==> src/rtl/draw_pkg.sv <==
// Shared definitions for tft_ctrl draw clients: colours, screen size, the
// 80-bit rectangle command and the state encodings of its producers.
package draw_pkg;

  localparam logic [15:0] SCREEN_W  = 16'd240;
  localparam logic [15:0] SCREEN_H  = 16'd320;

  localparam logic [15:0] RGB_BLACK = 16'h0000;
  localparam logic [15:0] RGB_GREEN = 16'h07E0;
  localparam logic [15:0] RGB_RED   = 16'hF800;
  localparam logic [15:0] RGB_WHITE = 16'hFFFF;

  typedef struct packed {
    logic [15:0] color;
    logic [15:0] xstart;
    logic [15:0] xend;
    logic [15:0] ystart;
    logic [15:0] yend;
  } draw_cmd_t;

  typedef enum logic [1:0] {
    IS_IDLE = 2'd0,
    IS_PEND = 2'd1,
    IS_REQ  = 2'd2,
    IS_WAIT = 2'd3
  } issue_state_t;

  typedef enum logic [3:0] {
    TR_IDLE   = 4'd0,
    TR_SYNC   = 4'd1,
    TR_CLEAR  = 4'd2,
    TR_FETCH  = 4'd3,
    TR_LATCH  = 4'd4,
    TR_LEVEL  = 4'd5,
    TR_EDGE   = 4'd6,
    TR_NEXTCH = 4'd7,
    TR_NEXTX  = 4'd8,
    TR_FIN    = 4'd9
  } tr_state_t;

  function automatic draw_cmd_t mk_cmd(input logic [15:0] c,
                                       input logic [15:0] x0,
                                       input logic [15:0] x1,
                                       input logic [15:0] y0,
                                       input logic [15:0] y1);
    draw_cmd_t r;
    r.color  = c;
    r.xstart = x0;
    r.xend   = x1;
    r.ystart = y0;
    r.yend   = y1;
    return r;
  endfunction

endpackage

==> src/rtl/tft_cmd_issue.sv <==
// Issues one rectangle command to tft_ctrl over its draw/busy handshake and
// pulses ack once tft_ctrl has accepted and finished it.
module tft_cmd_issue
  import draw_pkg::*;
(
  input  logic      clk,
  input  logic      rst,
  input  logic      go_i,
  input  draw_cmd_t cmd_i,
  input  logic      tft_busy_i,
  output logic      draw_o,
  output draw_cmd_t cmd_o,
  output logic      ack_o
);

  issue_state_t state_q, state_d;
  logic         draw_q, draw_d;
  logic         ack_q, ack_d;
  draw_cmd_t    cmd_q, cmd_d;

  // State and output registers.
  always_ff @(posedge clk or posedge rst) begin
    if (rst) begin
      state_q <= IS_IDLE;
      draw_q  <= 1'b0;
      ack_q   <= 1'b0;
      cmd_q   <= '0;
    end else begin
      state_q <= state_d;
      draw_q  <= draw_d;
      ack_q   <= ack_d;
      cmd_q   <= cmd_d;
    end
  end

  // A request only rises after tft_busy was seen low, so an in-flight
  // rectangle from another client or a pre-reset frame is never stomped.
  always_comb begin
    state_d = state_q;
    draw_d  = draw_q;
    cmd_d   = cmd_q;
    ack_d   = 1'b0;
    case (state_q)
      IS_IDLE: begin
        if (go_i) begin
          cmd_d = cmd_i;
          if (!tft_busy_i) begin
            draw_d  = 1'b1;
            state_d = IS_REQ;
          end else begin
            state_d = IS_PEND;
          end
        end else begin
          state_d = IS_IDLE;
        end
      end
      IS_PEND: begin
        if (!tft_busy_i) begin
          draw_d  = 1'b1;
          state_d = IS_REQ;
        end else begin
          state_d = IS_PEND;
        end
      end
      IS_REQ: begin
        if (tft_busy_i) begin
          draw_d  = 1'b0;
          state_d = IS_WAIT;
        end else begin
          state_d = IS_REQ;
        end
      end
      IS_WAIT: begin
        if (!tft_busy_i) begin
          ack_d   = 1'b1;
          state_d = IS_IDLE;
        end else begin
          state_d = IS_WAIT;
        end
      end
      default: begin
        draw_d  = 1'b0;
        state_d = IS_IDLE;
      end
    endcase
  end

  assign draw_o = draw_q;
  assign cmd_o  = cmd_q;
  assign ack_o  = ack_q;

endmodule

==> src/rtl/trace_render.sv <==
// Renders a captured logic-analyzer buffer as tft_ctrl rectangles: a full
// screen clear, then per column a level mark per lane plus transition edges.
module trace_render
  import draw_pkg::*;
#(
  parameter int          NCH        = 4,
  parameter int          SAMPLES    = 240,
  parameter int          ADDR_W     = 8,
  parameter int          Y0         = 20,
  parameter int          LANE_H     = 40,
  parameter int          TRACE_H    = 30,
  parameter logic [15:0] BG_COLOR   = 16'h0000,
  parameter logic [15:0] HI_COLOR   = 16'h07E0,
  parameter logic [15:0] LO_COLOR   = 16'hF800,
  parameter logic [15:0] EDGE_COLOR = 16'hFFFF
) (
  input  logic              clk,
  input  logic              rst,
  input  logic              start,
  output logic              busy,
  output logic              done,
  output logic [ADDR_W-1:0] rd_addr,
  input  logic [NCH-1:0]    rd_data,
  output logic              draw,
  input  logic              tft_busy,
  output logic [15:0]       color,
  output logic [15:0]       xstart,
  output logic [15:0]       xend,
  output logic [15:0]       ystart,
  output logic [15:0]       yend
);

  localparam int CH_W = (NCH > 1) ? $clog2(NCH) : 1;

  tr_state_t         state_q, state_d;
  logic [ADDR_W-1:0] x_q, x_d;
  logic [CH_W-1:0]   ch_q, ch_d;
  logic [NCH-1:0]    cur_q, cur_d;
  logic [NCH-1:0]    prev_q, prev_d;
  logic              issued_q, issued_d;
  logic              busy_q, busy_d;
  logic              done_q, done_d;

  logic              go_s;
  logic              ack_s;
  draw_cmd_t         cmd_s;
  draw_cmd_t         iss_cmd_s;
  logic [15:0]       x16_s;
  logic [15:0]       ybase_s;
  logic [15:0]       ybot_s;
  logic              lvl_s;
  logic              edge_s;

  // Lane geometry for the current column/channel; wraps modulo 2^16.
  always_comb begin
    x16_s   = 16'(x_q);
    ybase_s = 16'(Y0 + LANE_H * int'(ch_q));
    ybot_s  = ybase_s + 16'(TRACE_H);
    lvl_s   = cur_q[ch_q];
    edge_s  = (x_q != {ADDR_W{1'b0}}) && (cur_q[ch_q] != prev_q[ch_q]);
  end

  // Main sequencer registers.
  always_ff @(posedge clk or posedge rst) begin
    if (rst) begin
      state_q  <= TR_IDLE;
      x_q      <= {ADDR_W{1'b0}};
      ch_q     <= {CH_W{1'b0}};
      cur_q    <= {NCH{1'b0}};
      prev_q   <= {NCH{1'b0}};
      issued_q <= 1'b0;
      busy_q   <= 1'b0;
      done_q   <= 1'b0;
    end else begin
      state_q  <= state_d;
      x_q      <= x_d;
      ch_q     <= ch_d;
      cur_q    <= cur_d;
      prev_q   <= prev_d;
      issued_q <= issued_d;
      busy_q   <= busy_d;
      done_q   <= done_d;
    end
  end

  // Next-state logic. Command states pulse go once, then wait for ack.
  always_comb begin
    state_d  = state_q;
    x_d      = x_q;
    ch_d     = ch_q;
    cur_d    = cur_q;
    prev_d   = prev_q;
    issued_d = issued_q;
    busy_d   = busy_q;
    done_d   = 1'b0;
    go_s     = 1'b0;
    cmd_s    = mk_cmd(BG_COLOR, 16'd0, SCREEN_W - 16'd1, 16'd0, SCREEN_H - 16'd1);
    case (state_q)
      TR_IDLE: begin
        if (start) begin
          busy_d  = 1'b1;
          state_d = TR_SYNC;
        end else begin
          state_d = TR_IDLE;
        end
      end
      // Launch the clear directly so the first draw follows tft_busy falling.
      TR_SYNC: begin
        if (!tft_busy) begin
          go_s    = 1'b1;
          state_d = TR_CLEAR;
        end else begin
          state_d = TR_SYNC;
        end
      end
      TR_CLEAR: begin
        if (ack_s) begin
          x_d     = {ADDR_W{1'b0}};
          state_d = TR_FETCH;
        end else begin
          state_d = TR_CLEAR;
        end
      end
      TR_FETCH: begin
        state_d = TR_LATCH;
      end
      TR_LATCH: begin
        cur_d    = rd_data;
        prev_d   = (x_q == {ADDR_W{1'b0}}) ? rd_data : cur_q;
        ch_d     = {CH_W{1'b0}};
        issued_d = 1'b0;
        state_d  = TR_LEVEL;
      end
      TR_LEVEL: begin
        cmd_s = mk_cmd(lvl_s ? HI_COLOR : LO_COLOR, x16_s, x16_s,
                       lvl_s ? ybase_s : ybot_s, lvl_s ? ybase_s : ybot_s);
        if (!issued_q) begin
          go_s     = 1'b1;
          issued_d = 1'b1;
        end else if (ack_s) begin
          issued_d = 1'b0;
          state_d  = edge_s ? TR_EDGE : TR_NEXTCH;
        end else begin
          state_d = TR_LEVEL;
        end
      end
      TR_EDGE: begin
        cmd_s = mk_cmd(EDGE_COLOR, x16_s, x16_s, ybase_s, ybot_s);
        if (!issued_q) begin
          go_s     = 1'b1;
          issued_d = 1'b1;
        end else if (ack_s) begin
          issued_d = 1'b0;
          state_d  = TR_NEXTCH;
        end else begin
          state_d = TR_EDGE;
        end
      end
      TR_NEXTCH: begin
        if (ch_q == CH_W'(NCH - 1)) begin
          state_d = TR_NEXTX;
        end else begin
          ch_d    = ch_q + CH_W'(1);
          state_d = TR_LEVEL;
        end
      end
      // done rises together with entering FIN, so a start in that cycle is ignored.
      TR_NEXTX: begin
        if (x_q == ADDR_W'(SAMPLES - 1)) begin
          done_d  = 1'b1;
          busy_d  = 1'b0;
          state_d = TR_FIN;
        end else begin
          x_d     = x_q + ADDR_W'(1);
          state_d = TR_FETCH;
        end
      end
      TR_FIN: begin
        state_d = TR_IDLE;
      end
      default: begin
        busy_d  = 1'b0;
        state_d = TR_IDLE;
      end
    endcase
  end

  tft_cmd_issue u_issue (
    .clk        (clk),
    .rst        (rst),
    .go_i       (go_s),
    .cmd_i      (cmd_s),
    .tft_busy_i (tft_busy),
    .draw_o     (draw),
    .cmd_o      (iss_cmd_s),
    .ack_o      (ack_s)
  );

  assign busy    = busy_q;
  assign done    = done_q;
  assign rd_addr = x_q;
  assign color   = iss_cmd_s.color;
  assign xstart  = iss_cmd_s.xstart;
  assign xend    = iss_cmd_s.xend;
  assign ystart  = iss_cmd_s.ystart;
  assign yend    = iss_cmd_s.yend;

endmodule

==> config.mk <==
export PLATFORM = sky130hd
export DESIGN_NAME = trace_render
export DESIGN_NICKNAME = d
export VERILOG_FILES = /design/src/rtl/draw_pkg.sv /design/src/rtl/tft_cmd_issue.sv /design/src/rtl/trace_render.sv
export SDC_FILE = /design/constraint.sdc
export NUM_CORES = 1
export LEC_CHECK = 0
export CAP_MARGIN = 20
export CORE_UTILIZATION = 40
export CTS_CLUSTER_DIAMETER = 120
export CTS_CLUSTER_SIZE = 8
export DETAILED_ROUTE_END_ITERATION = 7
export PLACE_DENSITY = 0.76
export SKIP_LAST_GASP = 1
export SLEW_MARGIN = 15
export SYNTH_ARGS = -nofsm -noshare
export SYNTH_HDL_FRONTEND = slang
export SYNTH_SLANG_ARGS = --single-unit
==> constraint.sdc <==
create_clock -name clk -period 6.3 [get_ports clk]
set_clock_uncertainty 0.1 [all_clocks]
set_input_delay 1.26 -clock clk [delete_from_list [all_inputs] [get_ports clk]]
set_output_delay 1.26 -clock clk [all_outputs]
set_load 0.02 [all_outputs]
==> flow_summary.json <==
{
  "initial_core_util_pct": 41.9,
  "synth_edf_count": 0,
  "diodes": 0,
  "slew_viol_final": 0,
  "powerDensity_nw_per_um2": 466,
  "timing.rr.start": "state_q[1]",
  "vdd_drop_max_mv": 0.168,
  "area_growth_pct": 19.6,
  "min_period_over_period_pct": 46.5,
  "hpwl_mm": 4.97,
  "cap_violations": 0,
  "core_area_um2": 8300,
  "path_class": "in2reg",
  "ios": 99,
  "synth.avg_cell_area_um2": 10.2,
  "clock-sinks": 63,
  "min-delay-start": "u_issue.cmd_o[17]",
  "met1_usage_pct": 22.6,
  "rows": 33,
  "grt_pass1_wl_mm": 11.6,
  "power.switching_mw": 0.774,
  "vias": 2616,
  "dr.first_iter.drc_count": 91,
  "viasPerCell": 5.25,
  "h-tree-depth": 3,
  "layout_common_cells": "clkdlybuf4s50_1 (67), dfrtp_1 (63), nand2_1 (31), conb_1 (31), nor2_1 (28)",
  "antenna_found_initial": 0,
  "pwr-share-seq_pct": 34.1,
  "first_pass_iters": 4,
  "hold_buffers": 0,
  "hold_path_class": "reg2reg",
  "synth_warnings": 0,
  "async_flop_share_pct": 100,
  "clock_latency_ns": 0.34,
  "whs_path_depth": 2,
  "run_status": "complete, no violations",
  "worstMarginPinSlew_ns": 0.775,
  "worst_ep_required_time_ns": 6.43,
  "grt_pass1_vias": 2327,
  "portBuffers": 67,
  "design.die.area_um2": 9080,
  "ys_ff_latch": 63,
  "slew-limit-headroom_pct": 48.3,
  "wl_per_cell_um": 14.3,
  "ys_types": 65,
  "layout-drive-gt1-share_pct": 10.7,
  "finalWirelength_mm": 7.10,
  "setup_viol": 0,
  "clk_pin_slew_worst_paths_ns": 0.07,
  "clock-root-buffer": "clkbuf_8",
  "setup_tns_ns": 0,
  "cts_made_buffers": 9,
  "die-width_um": 95.3,
  "hold_violations": 0,
  "drc": 0,
  "internal_power_mw": 1.17,
  "switching_share_pct": 39.9,
  "post-route-min-period_ns": 2.93,
  "path_cells": "clkdlybuf4s50_1 > mux2_2 > o32ai_4 > nand2_2 > a32oi_1 > o21ai_1",
  "worstPathMaxFanout": 22,
  "cts_tree": "done",
  "crit_slowest_cell": "clkdlybuf4s50_1",
  "clkPwrFrac_pct": 19.5,
  "synthCells": 342,
  "synth_flop_cell": "dfrtp_1",
  "synth_area_um2": 3480,
  "final_common_cell": "clkdlybuf4s50_1",
  "hold_slack_ns": 0.383,
  "p_leak_nw": 1.79,
  "use_met2_pct": 25.9,
  "grt.overflow.total": 0,
  "grt_busiest_layer": "met2",
  "rr_worst_depth": 5,
  "met3_usage_pct": 4.70,
  "post_cts_buffers": 0,
  "max_freq_mhz": 341,
  "cts_buffer_depth": 2,
  "grt_setup_unrepaired": "no",
  "cp_data_arrival_time_ns": 3.06,
  "gp_congestion": 0.935,
  "end_kind": "flop",
  "combPwrFrac_pct": 46.3,
  "die_h_um": 95.3,
  "grt_max_degree": 64,
  "start_kind": "primary input",
  "slowest_delay_ns": 0.51,
  "cts_resized": 0,
  "antenna_left": 0,
  "fin_nets": 403,
  "track_usage_pct": 16.9,
  "crit_start": "tft_busy",
  "yosysSeqAreaShare_pct": 45.3
}
## through the flow
stage	instances	total power, mW	utilization, %	setup slack, ns	cell area (µm²)
floorplan	372	1.31	-	3.37	3590
global placement	482	1.55	47.6	3.09	3950
detailed placement	482	1.57	47.6	3.00	3950
CTS	498	1.95	50.1	3.39	4160
global route	498	2.07	50.1	3.31	4160
finish	498	1.94	50.1	3.37	4160
## worst max-delay path: cells and delay by family
kind            cells  cell delay (ns)
buf+inv             1             0.51
simple gates        1             0.35
compound gates      3             0.60
mux                 1             0.34
## cell type report
type	instances	area (µm²)
sequential	63	1580
tap	105	131
multi-input combinational	235	1520
timing repair buffer	69	686
inverter	10	37.5
clock inverter	6	85.1
clock buffer	10	128
fill	753	4140
## power groups by stage
stage / registers, mW / clock network (mW) / logic [mW]
finish: 0.662 / 0.379 / 0.899
global route: 0.686 / 0.404 / 0.978
CTS: 0.664 / 0.387 / 0.901
detailed placement: 0.671 / 0 / 0.898
global placement: 0.666 / 0 / 0.880
floorplan: 0.719 / 0 / 0.594
## metal layers
layer  part of all wire, %  vias up  routed length [µm]
met5                     0        -                   0
met4                   1.4        0                  97
met3                   6.3        8                 448
met2                    48       98                3410
met1                    44     1296                3150
li1                      -     1214                   -
## cells by family (layout without fill, tap and decap cells)
group / Yosys count / count (layout) / share of synthesized area, %
adders and majority gates: 8 / 8 / 2.80
xor gates and xnor gates: 5 / 5 / 1.26
DFF: 63 / 63 / 45.3
other: 1 / 31 / 0.108
AOI/OAI and AO/OA: 86 / 86 / 17.8
buffers and inverters: 74 / 95 / 14.3
muxes: 12 / 12 / 4.35
and+or+nand+nor: 93 / 93 / 14.0
## Yosys cell counts, types with 2 or more instances
cell	n	share of area [%]
or3_1	3	0.54
o31ai_1	2	0.43
nand2b_1	2	0.36
buf_4	48	10
nand3_1	3	0.43
nand3b_1	3	0.65
inv_1	10	1.1
ha_1	7	2.5
a21oi_1	21	3.0
and3_1	2	0.36
a31oi_2	3	1.1
a21o_1	2	0.43
xor2_1	4	1.0
o21ai_0	15	2.2
nand4_1	2	0.36
nor2b_1	2	0.36
nor3_1	4	0.58
o22a_1	7	1.8
buf_2	6	0.86
a31oi_1	2	0.36
nor2_1	28	3.0
buf_6	3	0.97
clkbuf_1	6	0.65
o221ai_1	2	0.50
a22o_1	8	2.0
mux4_2	2	1.3
dfrtp_1	63	45
o21ai_1	7	1.0
mux2i_1	5	1.4
mux2_2	5	1.6
nand2_1	31	3.3
## state kept, by name, indices dropped and copies added (netlist names)
name             cells
u_issue.cmd_o       34
rd_addr              8
cur_q                4
prev_q               4
state_q              4
ch_q                 2
u_issue.state_q      2
busy                 1
done                 1
issued_q             1
u_issue.ack_o        1
u_issue.draw_o       1
## worst paths after layout
check	slack, ns	to
max	3.37	u_issue.cmd_o[22]
min in group asynchronous	1.37	u_issue.cmd_o[48]
min	0.38	u_issue.cmd_o[17]
min reg2reg	0.38	u_issue.cmd_o[17]
max in group asynchronous	4.22	u_issue.cmd_o[78]
max reg2reg	3.80	u_issue.cmd_o[22]
Note: power is estimated with default switching activity, not from simulation.
